[src/rtl/chan_access_sequencer.sv]
//------------------------------------------------------------------------------
// chan_access_sequencer : round-robin channel-bus sequencer (setup/strobe/hold)
// Optional feature macro: CHSEQ_TPULSE_ALIGN_EN (strobe start aligned to TPULSE)
// Revision: 1.0
//------------------------------------------------------------------------------
`default_nettype none

module chan_access_sequencer #(
   parameter int NREQ       = 2,
   parameter int STROBE_CYC = 2
) (
   input  logic                   SIM_CLK,
   input  logic                   SIM_RST,
   input  logic                   GOJAM,
`ifdef CHSEQ_TPULSE_ALIGN_EN
   input  logic                   TPULSE,
`endif
   input  logic [NREQ-1:0]        req,
   input  logic [2*NREQ-1:0]      req_op,
   input  logic [6*NREQ-1:0]      req_chan,
   input  logic [16*NREQ-1:0]     req_wdata,
   output logic [NREQ-1:0]        ack,
   output logic [15:0]            rdata,
   output logic                   busy,
   output logic [7:0]             XT_n,
   output logic [7:0]             XB_n,
   output logic                   RCHG_n,
   output logic                   WCHG_n,
   output logic                   CCHG_n,
   output logic [15:0]            WL,
   input  logic [15:0]            CH
);

   localparam int               PTR_W    = (NREQ > 1) ? $clog2(NREQ) : 1;
   localparam logic [PTR_W:0]   NREQ_W   = (PTR_W+1)'(NREQ);
   localparam logic [PTR_W-1:0] PTR_INIT = PTR_W'(NREQ - 1);
   localparam logic [3:0]       CNT_INIT = 4'(STROBE_CYC - 1);

   localparam logic [1:0] OP_RD  = 2'b00;
   localparam logic [1:0] OP_WR  = 2'b01;
   localparam logic [1:0] OP_CLR = 2'b10;
   localparam logic [1:0] OP_RSV = 2'b11;

   typedef enum logic [2:0] {
      S_IDLE   = 3'd0,
      S_SETUP  = 3'd1,
      S_STROBE = 3'd2,
      S_HOLD   = 3'd3,
      S_DONE   = 3'd4
   } state_t;

   state_t            state_q, state_d;
   logic [PTR_W-1:0]  rr_ptr_q, rr_ptr_d;
   logic [1:0]        op_q, op_d;
   logic [5:0]        chan_q, chan_d;
   logic [15:0]       wdata_q, wdata_d;
   logic [3:0]        cnt_q, cnt_d;
   logic [15:0]       rdata_q, rdata_d;
   logic [NREQ-1:0]   ack_q, ack_d;
   logic [7:0]        xt_n_q, xt_n_d;
   logic [7:0]        xb_n_q, xb_n_d;
   logic              rchg_n_q, rchg_n_d;
   logic              wchg_n_q, wchg_n_d;
   logic              cchg_n_q, cchg_n_d;
   logic [15:0]       wl_q, wl_d;

   logic              abort;
   logic              setup_go;
   logic              gnt_found;
   logic [PTR_W-1:0]  gnt_idx;
   logic [PTR_W:0]    cand;

   logic [1:0]        op_arr    [NREQ];
   logic [5:0]        chan_arr  [NREQ];
   logic [15:0]       wdata_arr [NREQ];

   for (genvar g = 0; g < NREQ; g++) begin : g_req_unpack
      assign op_arr[g]    = req_op[2*g +: 2];
      assign chan_arr[g]  = req_chan[6*g +: 6];
      assign wdata_arr[g] = req_wdata[16*g +: 16];
   end

`ifdef CHSEQ_TPULSE_ALIGN_EN
   assign setup_go = TPULSE;
`else
   assign setup_go = 1'b1;
`endif

   assign abort = SIM_RST | GOJAM;

   // Search downward so the lowest offset after rr_ptr is the one that sticks.
   always_comb begin
      gnt_found = 1'b0;
      gnt_idx   = rr_ptr_q;
      cand      = '0;
      for (int i = NREQ; i >= 1; i--) begin
         cand = {1'b0, rr_ptr_q} + (PTR_W+1)'(i);
         if (cand >= NREQ_W) begin
            cand = cand - NREQ_W;
         end
         if (req[cand[PTR_W-1:0]]) begin
            gnt_found = 1'b1;
            gnt_idx   = cand[PTR_W-1:0];
         end
      end
   end

   always_comb begin
      state_d  = state_q;
      rr_ptr_d = rr_ptr_q;
      op_d     = op_q;
      chan_d   = chan_q;
      wdata_d  = wdata_q;
      cnt_d    = cnt_q;
      rdata_d  = rdata_q;

      case (state_q)
         S_IDLE: begin
            if (gnt_found) begin
               state_d  = S_SETUP;
               rr_ptr_d = gnt_idx;
               op_d     = op_arr[gnt_idx];
               chan_d   = chan_arr[gnt_idx];
               wdata_d  = wdata_arr[gnt_idx];
               rdata_d  = '0;
            end
         end
         S_SETUP: begin
            if (op_q == OP_RSV) begin
               state_d = S_DONE;
            end else if (setup_go) begin
               state_d = S_STROBE;
               cnt_d   = CNT_INIT;
            end
         end
         S_STROBE: begin
            if (cnt_q == 4'd0) begin
               state_d = S_HOLD;
               if (op_q == OP_RD) begin
                  rdata_d = CH;
               end
            end else begin
               cnt_d = cnt_q - 4'd1;
            end
         end
         S_HOLD:  state_d = S_DONE;
         S_DONE:  state_d = S_IDLE;
         default: state_d = S_IDLE;
      endcase

      // Abort discards any grant made this cycle so the pointer is untouched.
      if (abort) begin
         state_d  = S_IDLE;
         rr_ptr_d = rr_ptr_q;
         rdata_d  = '0;
      end
   end

   // Bus outputs are registered from the next state so they change cleanly on the edge.
   always_comb begin
      ack_d    = '0;
      xt_n_d   = 8'hFF;
      xb_n_d   = 8'hFF;
      rchg_n_d = 1'b1;
      wchg_n_d = 1'b1;
      cchg_n_d = 1'b1;
      wl_d     = '0;

      case (state_d)
         S_SETUP, S_STROBE, S_HOLD: begin
            xt_n_d = ~(8'h01 << chan_d[5:3]);
            xb_n_d = ~(8'h01 << chan_d[2:0]);
            if (op_d == OP_WR) begin
               wl_d = wdata_d;
            end
         end
         S_DONE: begin
            ack_d[rr_ptr_d] = 1'b1;
         end
         default: begin
            ack_d = '0;
         end
      endcase

      if (state_d == S_STROBE) begin
         case (op_d)
            OP_RD:   rchg_n_d = 1'b0;
            OP_WR:   wchg_n_d = 1'b0;
            OP_CLR:  cchg_n_d = 1'b0;
            default: rchg_n_d = 1'b1;
         endcase
      end
   end

   always_ff @(posedge SIM_CLK) begin
      if (SIM_RST) begin
         state_q  <= S_IDLE;
         rr_ptr_q <= PTR_INIT;
         op_q     <= OP_RD;
         chan_q   <= '0;
         wdata_q  <= '0;
         cnt_q    <= '0;
         rdata_q  <= '0;
         ack_q    <= '0;
         xt_n_q   <= 8'hFF;
         xb_n_q   <= 8'hFF;
         rchg_n_q <= 1'b1;
         wchg_n_q <= 1'b1;
         cchg_n_q <= 1'b1;
         wl_q     <= '0;
      end else begin
         state_q  <= state_d;
         rr_ptr_q <= rr_ptr_d;
         op_q     <= op_d;
         chan_q   <= chan_d;
         wdata_q  <= wdata_d;
         cnt_q    <= cnt_d;
         rdata_q  <= rdata_d;
         ack_q    <= ack_d;
         xt_n_q   <= xt_n_d;
         xb_n_q   <= xb_n_d;
         rchg_n_q <= rchg_n_d;
         wchg_n_q <= wchg_n_d;
         cchg_n_q <= cchg_n_d;
         wl_q     <= wl_d;
      end
   end

   assign ack    = ack_q;
   assign rdata  = rdata_q;
   assign busy   = (state_q != S_IDLE);
   assign XT_n   = xt_n_q;
   assign XB_n   = xb_n_q;
   assign RCHG_n = rchg_n_q;
   assign WCHG_n = wchg_n_q;
   assign CCHG_n = cchg_n_q;
   assign WL     = wl_q;

endmodule

`default_nettype wire
[config.mk]
export PLATFORM = sky130hd
export DESIGN_NAME = chan_access_sequencer
export DESIGN_NICKNAME = d
export VERILOG_FILES = /design/src/rtl/chan_access_sequencer.sv
export SDC_FILE = /design/constraint.sdc
export NUM_CORES = 1
export LEC_CHECK = 0
export ABC_AREA = 1
export BUFFER_PORTS_ARGS = -buffer_cell sky130_fd_sc_hd__buf_2
export CAP_MARGIN = 20
export CORE_MARGIN = 1
export CORE_UTILIZATION = 26
export DETAILED_ROUTE_END_ITERATION = 16
export PLACE_DENSITY_LB_ADDON = 0.12
export REMOVE_ABC_BUFFERS = 1
export SLEW_MARGIN = 20
export SYNTH_ARGS = -nofsm -noshare
export SYNTH_HDL_FRONTEND = slang
export SYNTH_SLANG_ARGS = --single-unit
[constraint.sdc]
create_clock -name SIM_CLK -period 1.7 [get_ports SIM_CLK]
set_clock_uncertainty 0.2 [all_clocks]
set_input_delay 0.17 -clock SIM_CLK [delete_from_list [all_inputs] [get_ports SIM_CLK]]
set_output_delay 0.17 -clock SIM_CLK [all_outputs]
set_load 0.03 [all_outputs]
==> reports/qor.log <==
INFO  global_routing first_pass_grt_wire_length=13800um
INFO  setup_path     critical_path.reg2reg.endpoint=XB_n[1]
INFO  global_routing grt_use_total=0.138
INFO  setup_path     crit_arrival=1760ps
INFO  placement      place.detailed.instances=717
INFO  yosys          synthMostInstantiatedCell=nand2_1
INFO  floorplanning  die_height=114um
INFO  cells_and_area final.fill_count=1238
INFO  min_path       timing.hold.worst_path_depth=5
INFO  timing         worstMarginPinSlew=587ps
INFO  setup_path     crit-reg2reg-launch=state_q[0]
INFO  clocking       ctsHtreeMaxLevel=3
INFO  timing         worst_slew_margin_rel=0.607
INFO  detailed_routing drt_first_iter_violations=172
INFO  yosys          ys_seq_area_frac=0.521
INFO  yosys          synth_largest_type_area_fraction=0.521
INFO  cells_and_area layout.cells.non_filler=765
INFO  global_routing number_of_antenna_violations_at_the_first_check_in_global_routing=1
INFO  global_routing vias_in_the_first_global_route=2942
INFO  setup_path     critical_path_required=1730ps
INFO  detailed_routing drc=0
INFO  clocking       cts_root_buffer=clkbuf_16
INFO  floorplanning  number_of_placement_rows=40
INFO  setup_path     cp-end-kind=flip-flop
INFO  yosys          ys_top_cells_by_area=dfxtp_1, nand2_1, nand3_1
INFO  cells_and_area nNetsFinal=663
INFO  cells_and_area drive_gt1_frac=0.418
INFO  yosys          synth-seq-cells=85
INFO  detailed_routing drt-wirelength-per-cell=12.2um
INFO  floorplanning  fp.dieW=114um
INFO  cells_and_area signed_area_change_from_the_synthesized_netlist_to_the_final_layout=55.2%
INFO  power_and_ir_drop design_power_total=5.03mW
INFO  setup_path     critical_path.startpoint_type=flip-flop
INFO  timing         finalHoldViolations=0
INFO  timing         postLayoutSetupSlackWorst=-29.3ps
INFO  timing         fmaxAchievable=578MHz
INFO  status         status=finished, violations left
INFO  detailed_routing via_count=3260
INFO  yosys          synth_edf_count=0
INFO  placement      finalWeightedCongestion=0.785
INFO  yosys          yosysWarnings=0
INFO  timing         worst_hold_slack=6.56ps
INFO  placement      dp.final_hpwl=6330um
INFO  yosys          async_reset_ff_frac=0
INFO  power_and_ir_drop cellPowerDensity=992nW/um2
INFO  min_path       hp-start=req_wdata[13]
INFO  floorplanning  top_ports=123
INFO  global_routing globalRouteOverflowTotal=0
INFO  setup_path     timing.setup.critical_path_class=reg2reg
INFO  clocking       cts_made_buffers=9
INFO  yosys          ys.flop_type=dfxtp_1
INFO  clocking       cts_tree=yes
INFO  global_routing grt_start_max_net_pins=29
INFO  yosys          postSynthCellCount=424
INFO  clocking       clk_path_buf_depth=2
INFO  setup_path     cp_max_fo=4
INFO  detailed_routing drt_first_pass_iters=4
INFO  timing         timing.final.max_slew_violations=0
INFO  timing         setup_violations=6
INFO  floorplanning  design.die.area=13000um2
INFO  clocking       clk_pin_slew=60ps
INFO  clocking       numClockSinks=85
INFO  min_path       worstHoldPathType=in2reg
INFO  floorplanning  coreArea=12100um2
INFO  timing         period_share=1.02
INFO  cells_and_area postLayoutCellArea=5070um2
INFO  yosys          ys_types=27
INFO  status         failing_checks=negative setup slack
INFO  setup_path     worst_r2r_path_depth=10
INFO  min_path       hold_path_end=wdata_q[13]
INFO  yosys          yosys-top-cells-count=nand2_1, dfxtp_1, nor2_1
INFO  job            max_cap_violations=0
INFO  placement      total_of_buffers_placed_on_input_and_output_ports=122
INFO  clocking       clk-insertion-delay-late=340ps
INFO  yosys          post_synthesis_mean_instance_area=7.70um2
INFO  floorplanning  initial_utilization=0.270
INFO  timing         rsz0062_at_grt=true
INFO  yosys          post_synth_instance_area=3270um2
INFO  power_and_ir_drop vdd.ir_drop.worst=352uV
INFO  detailed_routing detail_route.vias_per_cell=4.26
INFO  detailed_routing antenna_left=0
INFO  detailed_routing route.final.wire_length=9350um
INFO  yosys          yosys.area.top_type=dfxtp_1
INFO  setup_path     worst-r2r-setup-slack=-30ps
INFO  power_and_ir_drop total_leakage_power=2.35nW
INFO  placement      place_area=4160um2
INFO  timing         post-route-min-period=1730ps
[registers in the layout, indices dropped and copies added, names as in the netlist]
name,flops
chan_q,6
XT_n,8
ack,2
WL,16
state_q,3
RCHG_n,1
CCHG_n,1
rdata,16
WCHG_n,1
XB_n,8
wdata_q,16
op_q,2
cnt_q,4
rr_ptr_q,1
[metrics by stage]
stage / setup TNS (ps) / setup slack, ps / utilization
3_5_place_dp: -1870 / -104 / 0.344
5_1_grt: -2890 / -112 / 0.418
4_1_cts: -69.8 / -24.1 / 0.386
3_3_place_gp: 0 / 15.7 / 0.344
6_report: -123 / -29.3 / 0.418
2_1_floorplan: -6730 / -232 / -
[power by group]
group	internal [mW]	leakage [nW]	switching (mW)
clock network	1.17	0.145	0.753
logic	0.407	1.51	0.578
registers	2.09	0.696	0.0326
total	3.66	2.35	1.36
[final cells by class]
cell class / count / area (um2) / area share
Tap cell: 168 / 210 / 0.0415
Multi-Input combinational cell: 287 / 1580 / 0.312
Inverter: 35 / 144 / 0.0284
Clock inverter: 4 / 48.8 / 0.00963
Sequential cell: 85 / 1710 / 0.338
Clock buffer: 11 / 243 / 0.0479
Timing Repair Buffer: 174 / 1130 / 0.223
Antenna cell: 1 / 2.50 / 0.000494
[placed cells by master (no fill, tap or decap), types with 6 or more instances in the layout]
cell,count
buf_2,121
nand2_1,84
dfxtp_1,81
nand3_1,54
nor2_1,42
inv_1,29
buf_4,22
a21oi_1,19
nor2_2,18
dlygate4sd3_1,17
nand2_2,11
buf_6,10
nor2_4,9
o21ai_0,9
clkbuf_16,9
nand2_4,7
nand3_2,6
o21ai_2,6
o21ai_1,6
[cells by family after synthesis]
logic type | synth area share
buffers and inverters | 0.0724
AOI/OAI and AO/OA | 0.0678
DFF | 0.521
and+or+nand+nor | 0.331
adders and majority gates | 0.00766
[repair_timing]
item                                    in CTS  in global routing
hold endpoints to repair                    17                  0
pin swaps                                    4                 29
hold buffers                                17                  0
setup buffers                                4                 11
gates resized for setup                      7                 94
endpoints found under the setup margin      34                 66
cloned                                       0                  1
[critical path, cell delays in order, from the launching register on]
cell	delay, ps
dfxtp_4	350
nor2_4	160
nand2_2	110
nor2_4	150
buf_12	130
buf_8	100
nand2_4	60
nor2_4	110
nor2_2	70
nor2_2	120
nand2_1	60
[routing by layer]
layer,track usage,up-vias,share of wire
met5,0,-,0
met4,0.0571,0,0.020
met1,0.172,1457,0.43
met2,0.221,106,0.49
li1,-,1684,-
met3,0.0439,13,0.061
[worst max-delay path by stage]
| stage | from | endpoint | slack (ps) | cells after the start |
|---|---|---|---|---|
| after global routing | state_q[0] | XB_n[7] | -110 | 10 |
| after global placement | state_q[0] | WL[5] | 20 | 7 |
| final | state_q[0] | XB_n[1] | -30 | 10 |
| after detailed placement | state_q[0] | WL[10] | -100 | 7 |
| after floorplan | state_q[0] | WL[0] | -230 | 7 |
| after CTS | cnt_q[1] | WL[0] | -20 | 10 |
No activity file was read; power rests on OpenSTA's default activity.
